<file path="src/rtl/dispatcher_pkg.sv">
// Shared types for the voice allocator: the latched event record, the FSM
// state encoding and the action decided in SEARCH and applied in COMMIT.
package dispatcher_pkg;

    localparam int NOTE_W = 7;
    localparam int VEL_W  = 7;

    typedef struct packed {
        logic              on;
        logic [NOTE_W-1:0] note;
        logic [VEL_W-1:0]  vel;
    } voice_evt_t;

    typedef enum logic [1:0] {
        ST_IDLE,
        ST_SEARCH,
        ST_GATHER,
        ST_COMMIT
    } alloc_state_t;

    typedef enum logic [2:0] {
        ACT_NONE,
        ACT_ALLOC,
        ACT_RETRIG,
        ACT_STEAL,
        ACT_OFF
    } alloc_act_t;

endpackage

</file>
<file path="src/rtl/voice_search.sv">
// Combinational priority encoder over the voice pool: lowest active voice whose
// note matches the key, and lowest inactive voice.
module voice_search #(
    parameter int  VOICES = 8,
    parameter int  NOTE_W = 7,
    localparam int IDX_W  = $clog2(VOICES)
) (
    input  logic [VOICES-1:0]        active_i,
    input  logic [VOICES*NOTE_W-1:0] notes_i,
    input  logic [NOTE_W-1:0]        key_i,
    output logic                     hit_o,
    output logic [IDX_W-1:0]         hit_idx_o,
    output logic                     free_o,
    output logic [IDX_W-1:0]         free_idx_o
);

    // Scan from the top down so the lowest matching index is the last write.
    always_comb begin
        hit_o      = 1'b0;
        hit_idx_o  = '0;
        free_o     = 1'b0;
        free_idx_o = '0;
        for (int i = VOICES - 1; i >= 0; i--) begin
            if (active_i[i] && (notes_i[i*NOTE_W +: NOTE_W] == key_i)) begin
                hit_o     = 1'b1;
                hit_idx_o = IDX_W'(i);
            end
            if (!active_i[i]) begin
                free_o     = 1'b1;
                free_idx_o = IDX_W'(i);
            end
        end
    end

endmodule

</file>
<file path="src/rtl/voice_allocator.sv">
// Note-on/off to voice-pool allocator with one event in flight.
// Random voice stealing on a full pool is built only when VOICE_ALLOC_STEAL_EN is defined.
module voice_allocator #(
    parameter int VOICES = 8,
    parameter int NOTE_W = dispatcher_pkg::NOTE_W,
    parameter int VEL_W  = dispatcher_pkg::VEL_W
) (
    input  logic                     clock,
    input  logic                     reset,
    input  logic                     rand_bit,
    output logic                     rand_en,
    input  logic                     evt_valid,
    output logic                     evt_ready,
    input  logic                     evt_on,
    input  logic [NOTE_W-1:0]        evt_note,
    input  logic [VEL_W-1:0]         evt_vel,
    output logic [VOICES-1:0]        voice_active,
    output logic [VOICES*NOTE_W-1:0] voice_note,
    output logic [VOICES*VEL_W-1:0]  voice_vel,
    output logic [VOICES-1:0]        voice_start,
    output logic [VOICES-1:0]        voice_stop
);
    import dispatcher_pkg::*;

    localparam int IDX_W = $clog2(VOICES);

    alloc_state_t             state_q, state_d;
    voice_evt_t               evt_q, evt_d;
    alloc_act_t               act_q, act_d;
    logic [IDX_W-1:0]         tgt_q, tgt_d;
    logic [VOICES-1:0]        active_q, active_d;
    logic [VOICES*NOTE_W-1:0] note_q, note_d;
    logic [VOICES*VEL_W-1:0]  vel_q, vel_d;
    logic [VOICES-1:0]        start_q, start_d;
    logic [VOICES-1:0]        stop_q, stop_d;
    logic                     hit, free;
    logic [IDX_W-1:0]         hit_idx, free_idx;

`ifdef VOICE_ALLOC_STEAL_EN
    logic [IDX_W-1:0]         cnt_q, cnt_d;
    assign rand_en = (state_q == ST_GATHER);
`else
    logic                     unused_rand;
    assign unused_rand = rand_bit;
    assign rand_en     = 1'b0;
`endif

    voice_search #(.VOICES(VOICES), .NOTE_W(NOTE_W)) u_search (
        .active_i  (active_q),
        .notes_i   (note_q),
        .key_i     (evt_q.note),
        .hit_o     (hit),
        .hit_idx_o (hit_idx),
        .free_o    (free),
        .free_idx_o(free_idx)
    );

    assign evt_ready    = (state_q == ST_IDLE) && !reset;
    assign voice_active = active_q;
    assign voice_note   = note_q;
    assign voice_vel    = vel_q;
    assign voice_start  = start_q;
    assign voice_stop   = stop_q;

    always_comb begin
        state_d  = state_q;
        evt_d    = evt_q;
        act_d    = act_q;
        tgt_d    = tgt_q;
        active_d = active_q;
        note_d   = note_q;
        vel_d    = vel_q;
        start_d  = '0;
        stop_d   = '0;
`ifdef VOICE_ALLOC_STEAL_EN
        cnt_d    = cnt_q;
`endif
        case (state_q)
            ST_IDLE: begin
                if (evt_valid) begin
                    evt_d   = '{on: evt_on, note: evt_note, vel: evt_vel};
                    state_d = ST_SEARCH;
                end
            end
            ST_SEARCH: begin
                state_d = ST_COMMIT;
                act_d   = ACT_NONE;
                tgt_d   = '0;
`ifdef VOICE_ALLOC_STEAL_EN
                cnt_d   = '0;
`endif
                if (evt_q.on) begin
                    if (hit) begin
                        act_d = ACT_RETRIG;
                        tgt_d = hit_idx;
                    end else if (free) begin
                        act_d = ACT_ALLOC;
                        tgt_d = free_idx;
                    end else begin
`ifdef VOICE_ALLOC_STEAL_EN
                        act_d   = ACT_STEAL;
                        state_d = ST_GATHER;
`else
                        act_d   = ACT_NONE;
`endif
                    end
                end else if (hit) begin
                    act_d = ACT_OFF;
                    tgt_d = hit_idx;
                end
            end
`ifdef VOICE_ALLOC_STEAL_EN
            ST_GATHER: begin
                // Victim index is assembled MSB first from the serial LFSR bit.
                tgt_d = IDX_W'({tgt_q, rand_bit});
                cnt_d = cnt_q + 1'b1;
                if (cnt_q == IDX_W'(IDX_W - 1)) begin
                    state_d = ST_COMMIT;
                end
            end
`endif
            ST_COMMIT: begin
                state_d = ST_IDLE;
                case (act_q)
                    ACT_ALLOC, ACT_STEAL: begin
                        active_d[tgt_q]                 = 1'b1;
                        note_d[tgt_q*NOTE_W +: NOTE_W]  = evt_q.note;
                        vel_d[tgt_q*VEL_W +: VEL_W]     = evt_q.vel;
                        start_d[tgt_q]                  = 1'b1;
                        stop_d[tgt_q]                   = (act_q == ACT_STEAL);
                    end
                    ACT_RETRIG: begin
                        vel_d[tgt_q*VEL_W +: VEL_W]     = evt_q.vel;
                        start_d[tgt_q]                  = 1'b1;
                    end
                    ACT_OFF: begin
                        active_d[tgt_q]                 = 1'b0;
                        note_d[tgt_q*NOTE_W +: NOTE_W]  = '0;
                        vel_d[tgt_q*VEL_W +: VEL_W]     = '0;
                        stop_d[tgt_q]                   = 1'b1;
                    end
                    default: ;
                endcase
            end
            default: state_d = ST_IDLE;
        endcase
    end

    always_ff @(posedge clock) begin
        if (reset) begin
            state_q  <= ST_IDLE;
            evt_q    <= '0;
            act_q    <= ACT_NONE;
            tgt_q    <= '0;
            active_q <= '0;
            note_q   <= '0;
            vel_q    <= '0;
            start_q  <= '0;
            stop_q   <= '0;
`ifdef VOICE_ALLOC_STEAL_EN
            cnt_q    <= '0;
`endif
        end else begin
            state_q  <= state_d;
            evt_q    <= evt_d;
            act_q    <= act_d;
            tgt_q    <= tgt_d;
            active_q <= active_d;
            note_q   <= note_d;
            vel_q    <= vel_d;
            start_q  <= start_d;
            stop_q   <= stop_d;
`ifdef VOICE_ALLOC_STEAL_EN
            cnt_q    <= cnt_d;
`endif
        end
    end

endmodule

</file>
<file path="config.mk">
export PLATFORM = sky130hd
export DESIGN_NAME = voice_allocator
export DESIGN_NICKNAME = d
export VERILOG_FILES = /design/src/rtl/dispatcher_pkg.sv /design/src/rtl/voice_search.sv /design/src/rtl/voice_allocator.sv
export SDC_FILE = /design/constraint.sdc
export NUM_CORES = 1
export LEC_CHECK = 0
export ABC_AREA = 1
export CAP_MARGIN = 20
export CORE_MARGIN = 2
export CORE_UTILIZATION = 35
export DETAILED_ROUTE_END_ITERATION = 16
export GPL_ROUTABILITY_DRIVEN = 0
export PLACE_DENSITY = 0.59
export RECOVER_POWER = 25
export SLEW_MARGIN = 20
export SYNTH_ARGS = -nofsm -noshare
export SYNTH_HDL_FRONTEND = slang
export SYNTH_SLANG_ARGS = --single-unit
</file>
<file path="constraint.sdc">
create_clock -name clock -period 3.21 [get_ports clock]
set_input_delay 0.642 -clock clock [delete_from_list [all_inputs] [get_ports clock]]
set_output_delay 0.642 -clock clock [all_outputs]
set_load 0.05 [all_outputs]
</file>
[Yosys cells after proc, flatten, opt, wreduce, memory -nomap -nowiden]
Index checks and enable logic that the tools add are counted.
Cells by class
  $mul: 1
  mux-type cells: 52
  add/sub/neg operators: 1
  reduce and logical (&&, ||, !) cells: 21
  $lt $le $gt $ge: 2
  eq/ne operators: 15
  shift operators: 4
  bitwise logic cells: 6
Operators by type and width (number)
  $bwmux W56: 4
  $pmux W56 S2: 2
  $shiftx A7 B34 Y56: 2
  $mux W3: 22
  $eq A7 B7 Y1: 8
  $shift A7 B34 Y56 const A: 1
  $shiftx A7 B34 Y56 const A: 1
  $neg A6 Y34: 1
  $pmux W8 S2: 2
  $mux W1: 18
  $and A8 B8 Y8: 2
  $logic_and A1 B1 Y1: 10
  $not A8 Y8: 1
  $or A8 B8 Y8: 1
  $eq A3 B2 Y1 const B: 2
  $mul A3 B3 Y6 const B: 1
  $reduce_and A2 Y1: 3
  $reduce_or A3 Y1: 2
  $lt A3 B4 Y1 const B: 1
  $mux W2: 2
  $pmux W2 S2: 1
  $reduce_bool A2 Y1: 2
  $reduce_or A2 Y1: 2
  $demux W1 S3: 1
  9 further kinds: 10
Storage, ports and cells
  register bits after elaboration: 159
  input bits: 19
  word-level logic and storage cells: 113
  output and inout bits: 138

[Logic depth before layout (Yosys ltp)]
Gate-level depths: netlist of the first run.
  depth in word-level cells: 12
  gate-level depth with buffers: 16
  gate-level depth less buffers: 15

[By module]
A second synthesis of the first run with hierarchy kept.
Unflattened totals
  cell total of the unflattened synthesis: 1169
  area, all modules: 7639.8 um^2
Modules (own cells, without submodules)
  voice_allocator: seq. area each 3183.1 um^2, area each 6596.3 um^2, times used 1, cells each 961
  voice_search: seq. area each 0.0 um^2, area each 1043.5 um^2, times used 1, cells each 208

[Worst setup path before layout of the first run]
Ideal clock, no wire load.
  path kind: in2out
  from: input port reset
  to: output port evt_ready
  buffers on the path: 1
  setup slack: 0.750 ns
  arrival time: 1.818 ns
  cell stages on the path: 3
  data required time: 2.568 ns
  path through: clkbuf_1 > or2_2 > nor2_1
Between the ends
  word-level cells in the longest chain between the ends: 2
RTL lines
  from (decl): line voice_allocator.sv:9  | input logic reset,
  $logic_not A1 Y1: line voice_allocator.sv:58  | assign evt_ready = (state_q == ST_IDLE) && !reset;
  $logic_and A1 B1 Y1: line voice_allocator.sv:58
  to (decl): line voice_allocator.sv:13  | output logic evt_ready,
Every way passes these cells.

[Final worst setup path of the first run]
  from: register act_q[0]
  to: register note_q[51] (netlist: voice_note[51])
Between the ends
  word-level cells in the longest chain between the ends: 4
  elaborated cells on any way between the ends: 7
  classes of those cells: eq/ne: 3; mux: 1; reduce/logical: 3
RTL lines
  from (decl): line voice_allocator.sv:29  | alloc_act_t act_q, act_d;
  from (signal assigned): line voice_allocator.sv:166  | act_q <= act_d;
  $eq A3 B2 Y1 / $eq A3 B1 Y1 (equally long branches): line voice_allocator.sv:124  | case (act_q)
  $reduce_or A2 Y1: line voice_allocator.sv:124
  $reduce_bool A2 Y1 (no line)
  $reduce_and A2 Y1 (no line)
  to (signal assigned): line voice_allocator.sv:169  | note_q <= note_d;
  to (decl): line voice_allocator.sv:32  | logic [VOICES*NOTE_W-1:0] note_q, note_d;
Parallel ways exist; a longest one is shown, timed or not.
A chain may end at the register's enable or synchronous reset.

==> impl_metrics.py, run 1 <==
metrics = {
    "pwr": {
        "power.density_nw_per_um2": 481,
        "p_leak_nw": 3.51,
        "peakVddDrop_v": 0.000365,
    },
    "sta": {
        "slew_violations": 0,
        "fin_crit_sh_pct": 82.2,
        "post-route-min-period_ns": 2.64,
        "worst_slew_pin_slew_ns": 0.909,
        "fin_tns_setup_ns": 0,
        "rsz0062_at_grt": "false",
        "hold_viol": 0,
        "setup_ws_ns": 0.573,
        "fmax_ghz": 0.379,
        "setup_viol": 0,
        "worst_clock_skew_ns": 0.0169,
        "relSlewSlack_pct": 39.4,
    },
    "logic_synthesis": {
        "synth_seq_cells": 159,
        "synth-adder-area-share_pct": 0.538,
        "synth_compound_area_share_pct": 18.9,
        "synth_top_flop_cell": "dfxtp_1",
        "synthXorXnorAreaFrac_pct": 2.39,
        "synth_cell_types": 41,
        "synthesis.nets": 957,
        "synthSimpleGateAreaFrac_pct": 24.0,
        "yosysSeqAreaShare_pct": 45.6,
        "synth_area_um2": 6970,
        "synth_edf_count": 0,
        "synthMuxAreaShare_pct": 0,
        "synthCells": 935,
        "ys_warn_count": 0,
        "synth_top_family_by_area": "simple AND/OR/NAND/NOR gates",
        "async_flop_share_pct": 0,
        "synth.avg_cell_area_um2": 7.46,
    },
    "routing": {
        "wl_um": 22300,
        "vias": 6580,
        "drtIter0Drc": 605,
        "drt-vias-per-instance": 4.87,
        "dr.pass1.iters": 5,
        "drc_errors": 0,
        "ant_nets": 0,
        "avgRoutedWirePerCell_um": 16.5,
    },
    "worst_setup_path": {
        "cp.depth": 8,
        "critPathCaptureType": "flip-flop",
        "reg2regPathDepth": 8,
        "crit_buf_inv": 2,
        "cp_top_family": "compound AO/OA/AOI/OAI gates",
        "path_cells": "nor2_1 > nand2_4 > a21oi_1 > inv_4 > nor2_1 > inv_1 > o21ai_0 > a21oi_1",
        "crit_type": "reg -> reg",
        "reg2reg_slack_ns": 0.57,
        "r2r-start": "act_q[0]$_SDFFE_PP0P_",
        "required_ns": 3.52,
        "r2r-end": "voice_note[51]$_SDFFE_PP0P_",
        "cp.arrival_ns": 2.95,
        "endpoint": "voice_note[51]$_SDFFE_PP0P_",
        "critPathMaxFanout": 19,
        "cp_slowest_cell": "a21oi_1",
        "cp-startpoint": "act_q[0]$_SDFFE_PP0P_",
        "cp_slowest_stage_delay_ns": 0.75,
        "startpoint_type": "flip-flop",
    },
    "global_route": {
        "grt_start_max_net_pins": 81,
        "grt_pass1_wl_um": 34700,
        "grt_usage_pct": 20.9,
        "grt_pass1_vias": 6078,
        "grt_overflow_total": 0,
        "antenna_found_initial": 0,
    },
    "floorplan": {
        "top_level_ports": 157,
        "start_util_pct": 35.7,
        "die_y_um": 145,
        "row_count": 51,
        "core_um2": 19500,
        "die_w_um": 145,
        "dieArea_um2": 21100,
    },
    "clock_tree": {
        "cts_max_level": 4,
        "cts-resized-gates": 0,
        "cts_tree": "done",
        "ctsHoldBuffers": 0,
        "cts-root-buf": "clkbuf_16",
        "cts_sinks": 159,
        "clk_path_buf_depth": 2,
        "clkTransAtPathRegs_ns": 0.07,
        "cts_setup_buffers": 0,
        "clock_latency_ns": 0.44,
        "numCtsBuffers": 17,
    },
    "finish": {
        "final_core_util_pct": 47.5,
        "final_common_cell": "dfxtp_1",
        "num_antenna_cells": 0,
        "nets": 1095,
        "drive_gt1_share_pct": 8.93,
        "syn_to_final_growth_pct": 33.0,
        "mostFrequentLayoutCells": "159 x dfxtp_1, 151 x clkdlybuf4s50_1, 148 x nor2_1",
        "final_cells": 1351,
        "fin_area_um2": 9280,
    },
    "placed_design": {
        "hpwl_um": 15700,
        "place_inst": 1319,
        "pre_cts_ws_ns": 0.727,
        "io_buffers": 154,
        "placed_cell_area_um2": 8700,
    },
    "hold_path": {
        "hp-class": "reg -> reg",
        "whs_path_depth": 2,
    },
    "run_status": {
        "status": "completed",
    },
    "flow_run": {
        "drv_cap": 0,
    },
}
-- logic make-up after synthesis --
family,Yosys count
adder cells (fa/ha/maj),3
AND/OR/NAND/NOR,372
buffers and inverters,132
other,1
flip-flops,159
AO/OA/AOI/OAI,249
XOR/XNOR,19
-- worst min-delay path, cell delays in order (launching register included) --
cell and delay [ns]:
dfxtp_1 0.33, nor2_1 0.05, nor2_1 0.08
-- stage by stage --
| step | power, mW | hold slack, ns |
|---|---|---|
| 2_1_floorplan | 2.32 | 0.465 |
| 3_3_place_gp | 2.45 | 0.464 |
| 3_5_place_dp | 2.45 | 0.480 |
| 4_1_cts | 4.49 | 0.491 |
| 5_1_grt | 4.62 | 0.518 |
| 6_report | 4.46 | 0.490 |
-- cell usage after synthesis, types with 2 or more instances --
library cell  number  area, um^2
dfxtp_1          159        3180
nor2_1           146         548
nand2_1          120         450
o21ai_0          106         531
a21oi_1          100         500
inv_1             68         255
nor3_1            32         160
o21ai_1           31         155
clkbuf_1          22        82.6
nand3_1           21         105
xnor2_1           18         158
inv_2             16        60.1
nor2_4            11         124
nand4_1           10        62.6
buf_4              9        67.6
or2_2              8        50.1
buf_2              7        35.0
buf_6              7        78.8
nor2_2             7        43.8
nor4_1             6        37.5
a211oi_2           4        50.1
ha_1               3        37.5
or2_0              3        18.8
nand2_2            2        12.5
nand2_4            2        22.5
o21ai_2            2        17.5
-- routing by layer --
| metal | share of wire (%) | GRT usage, % | vias up |
|---|---|---|---|
| li1 | - | - | 3343 |
| met1 | 47 | 28.4 | 3008 |
| met2 | 44 | 32.1 | 207 |
| met3 | 7.9 | 6.82 | 22 |
| met4 | 1.5 | 5.44 | 0 |
| met5 | 0 | 0 | - |
-- worst min path at each step --
stage	startpoint	end	slack, ns
2_1_floorplan	evt_q[14]$_SDFFE_PP0P_	evt_q[14]$_SDFFE_PP0P_	0.46
6_report	voice_vel[51]$_SDFFE_PP0P_	voice_vel[51]$_SDFFE_PP0P_	0.49
3_5_place_dp	voice_note[51]$_SDFFE_PP0P_	voice_note[51]$_SDFFE_PP0P_	0.48
3_3_place_gp	voice_vel[8]$_SDFFE_PP0P_	voice_vel[8]$_SDFFE_PP0P_	0.46
5_1_grt	voice_vel[41]$_SDFFE_PP0P_	voice_vel[41]$_SDFFE_PP0P_	0.52
4_1_cts	voice_note[51]$_SDFFE_PP0P_	voice_note[51]$_SDFFE_PP0P_	0.49
-- where the power goes --
part | internal (mW) | switching (mW)
combinational | 0.121 | 0.267
sequential | 1.99 | 0.0244
clock | 1.06 | 0.997
-- sequential cells by signal (all words and copies together), names as in the netlist, named ones only --
| name | flops |
|---|---|
| tgt_q | 3 |
| evt_q | 15 |
| voice_note | 56 |
| state_q | 2 |
| act_q | 3 |
| voice_vel | 56 |
| voice_start | 8 |
| voice_stop | 8 |
-- final cells by class --
class                      count  area, um^2
timing repair buffer         165        1660
multi-input combinational    644        3170
fill                        1973       10200
clock inverter                15         186
tap                          265         332
inverter                      86         325
sequential                   159        3180
clock buffer                  17         425
Note: power is estimated with default switching activity, not from simulation.
==> run 2: changes to the inputs <==
==> constraint.sdc (replaced) <==
create_clock -name clock -period 2.58 [get_ports clock]
set_input_delay 0.516 -clock clock [delete_from_list [all_inputs] [get_ports clock]]
set_output_delay 0.516 -clock clock [all_outputs]
set_load 0.05 [all_outputs]
==> run 2 against run 1 <==
Compared with the run above:
- sequential share of layout area shrank 0.12 points
- largest power group unchanged
- die area unchanged
- clock-buffer cell count is the same
- non-clock buffer count grew 4
- largest cell class is now multi-input combinational cells
- sequential cell count unchanged
- routed wire length increased by 1.3%
==> impl_metrics.py, run 2 (synthesis gave the netlist of run 1 again) <==
metrics = {
    "run_status": {
        "status": "completed",
    },
    "routing": {
        "drc_errors": 0,
        "wl_met3_um": 1790,
        "met2WireLength_um": 10000,
        "drtIter0Drc": 454,
        "avgRoutedWirePerCell_um": 16.6,
        "met1_length_um": 10300,
        "vias": 6657,
        "dr.pass1.iters": 5,
        "drt-vias-per-instance": 4.91,
        "routed.top_layer": "met4",
        "wl_um": 22600,
        "ant_nets": 0,
    },
    "finish": {
        "final_core_util_pct": 47.7,
        "nets": 1099,
        "fillCellCount": 1982,
        "drive_gt1_share_pct": 9.82,
        "final_common_cell": "dfxtp_1",
        "syn_to_final_growth_pct": 33.5,
        "num_antenna_cells": 0,
        "mostFrequentLayoutCells": "159 x dfxtp_1, 151 x clkdlybuf4s50_1, 146 x nor2_1",
    },
    "sta": {
        "post-route-min-period_ns": 2.34,
        "rsz0062_at_grt": "false",
        "fin_tns_setup_ns": 0,
        "hold_viol": 0,
        "fin_crit_sh_pct": 90.5,
        "setup_viol": 0,
        "fmax_ghz": 0.428,
        "worst_clock_skew_ns": 0.0102,
        "relSlewSlack_pct": 50.2,
        "worst_slew_pin_slew_ns": 0.746,
        "slew_violations": 0,
    },
    "global_route": {
        "grt_pass1_wl_um": 35300,
        "grt_start_max_net_pins": 81,
        "grt_pass1_vias": 6275,
        "antenna_found_initial": 0,
        "grt_usage_pct": 21.3,
        "grt_overflow_total": 0,
    },
    "clock_tree": {
        "numCtsBuffers": 17,
        "cts-root-buf": "clkbuf_16",
        "clock_latency_ns": 0.44,
        "ctsHoldBuffers": 0,
        "clkTransAtPathRegs_ns": 0.07,
        "cts_sinks": 159,
        "cts_max_level": 4,
        "cts-resized-gates": 0,
        "cts_setup_buffers": 0,
        "clk_path_buf_depth": 2,
        "cts_tree": "done",
    },
    "worst_setup_path": {
        "startpoint_type": "input pin",
        "cp-startpoint": "reset",
        "crit_type": "in -> reg",
        "critPathCaptureType": "flip-flop",
        "critPathMaxFanout": 80,
        "r2r-start": "tgt_q[1]$_SDFFE_PP0P_",
        "reg2regPathDepth": 8,
        "cp.arrival_ns": 2.62,
        "endpoint": "voice_vel[10]$_SDFFE_PP0P_",
        "r2r-end": "voice_vel[15]$_SDFFE_PP0P_",
        "reg2reg_slack_ns": 0.31,
        "required_ns": 2.87,
    },
    "floorplan": {
        "row_count": 51,
        "dieArea_um2": 21100,
        "die_y_um": 145,
        "top_level_ports": 157,
        "die_w_um": 145,
        "start_util_pct": 35.7,
        "core_um2": 19500,
    },
    "pwr": {
        "switching_power_mw": 1.54,
        "clkPwrFrac_pct": 47.1,
        "p_leak_nw": 3.54,
        "switching_share_pct": 27.2,
        "p_int_mw": 4.11,
        "p_comb_share_pct": 8.5,
        "pwr-share-seq_pct": 44.4,
        "peakVddDrop_v": 0.000440,
        "power.density_nw_per_um2": 607,
    },
    "placed_design": {
        "io_buffers": 154,
        "hpwl_um": 15900,
    },
    "hold_path": {
        "hp-class": "reg -> reg",
        "whs_path_depth": 2,
    },
    "flow_run": {
        "drv_cap": 0,
    },
}
run 2: cell count changes in the layout (fill, tap and decap cells not counted), moves of 2 or more:
| cell | before | now |
|---|---|---|
| inv_1 | 71 | 68 |
| nor2_1 | 148 | 146 |
| buf_4 | 8 | 13 |
| clkinv_8 | 6 | 1 |
| buf_12 | 3 | 1 |
| bufinv_16 | 0 | 2 |
| inv_2 | 13 | 16 |
| o21ai_0 | 115 | 117 |
| inv_8 | 4 | 6 |
| o21ai_1 | 22 | 20 |
run 2: worst max-delay path: stages:
cell           delay (ns)
dlygate4sd3_1        0.63
clkbuf_1             0.51
inv_1                0.17
clkbuf_4             0.49
o21ai_0              0.22
a21oi_1              0.07
run 2: cell type report:
class,count,area (um^2),area share [%]
clock buffer,17,425,4.57
clock inverter,15,193,2.07
inverter,86,325,3.49
multi-input combinational,644,3190,34.3
sequential,159,3180,34.2
tap,265,332,3.56
timing repair buffer,169,1660,17.8
run 2: how the worst min path moves through the flow:
stage	from	end	slack, ns
2_1_floorplan	evt_q[14]$_SDFFE_PP0P_	evt_q[14]$_SDFFE_PP0P_	0.46
3_3_place_gp	voice_vel[51]$_SDFFE_PP0P_	voice_vel[51]$_SDFFE_PP0P_	0.46
3_5_place_dp	voice_vel[36]$_SDFFE_PP0P_	voice_vel[36]$_SDFFE_PP0P_	0.48
4_1_cts	voice_note[55]$_SDFFE_PP0P_	voice_note[55]$_SDFFE_PP0P_	0.49
5_1_grt	voice_note[55]$_SDFFE_PP0P_	voice_note[55]$_SDFFE_PP0P_	0.51
6_report	voice_note[55]$_SDFFE_PP0P_	voice_note[55]$_SDFFE_PP0P_	0.49
run 2: metal layers:
layer / vias up / GRT usage (%)
met5: - / 0
met4: 0 / 6.27
met3: 35 / 5.75
met2: 248 / 33.2
met1: 3023 / 28.8
li1: 3351 / -
run 2: power groups by stage:
stage / Clock, mW / Sequential, mW / Combinational (mW)
after floorplan: 0 / 2.55 / 0.330
after global placement: 0 / 2.57 / 0.483
after detailed placement: 0 / 2.57 / 0.486
after CTS: 2.70 / 2.51 / 0.487
after global routing: 2.82 / 2.51 / 0.530
final: 2.66 / 2.51 / 0.480
run 2: metrics by stage:
stage / hold WS (ns) / instances / setup WS, ns / total power [mW] / area (um^2)
2_1_floorplan: 0.465 / 935 / 0.291 / 2.88 / 6970
6_report: 0.488 / 1355 / 0.244 / 5.65 / 9310
3_5_place_dp: 0.477 / 1323 / 0.361 / 3.05 / 8730
4_1_cts: 0.492 / 1355 / 0.348 / 5.70 / 9350
5_1_grt: 0.508 / 1355 / 0.0902 / 5.86 / 9310
3_3_place_gp: 0.463 / 1323 / 0.339 / 3.05 / 8730
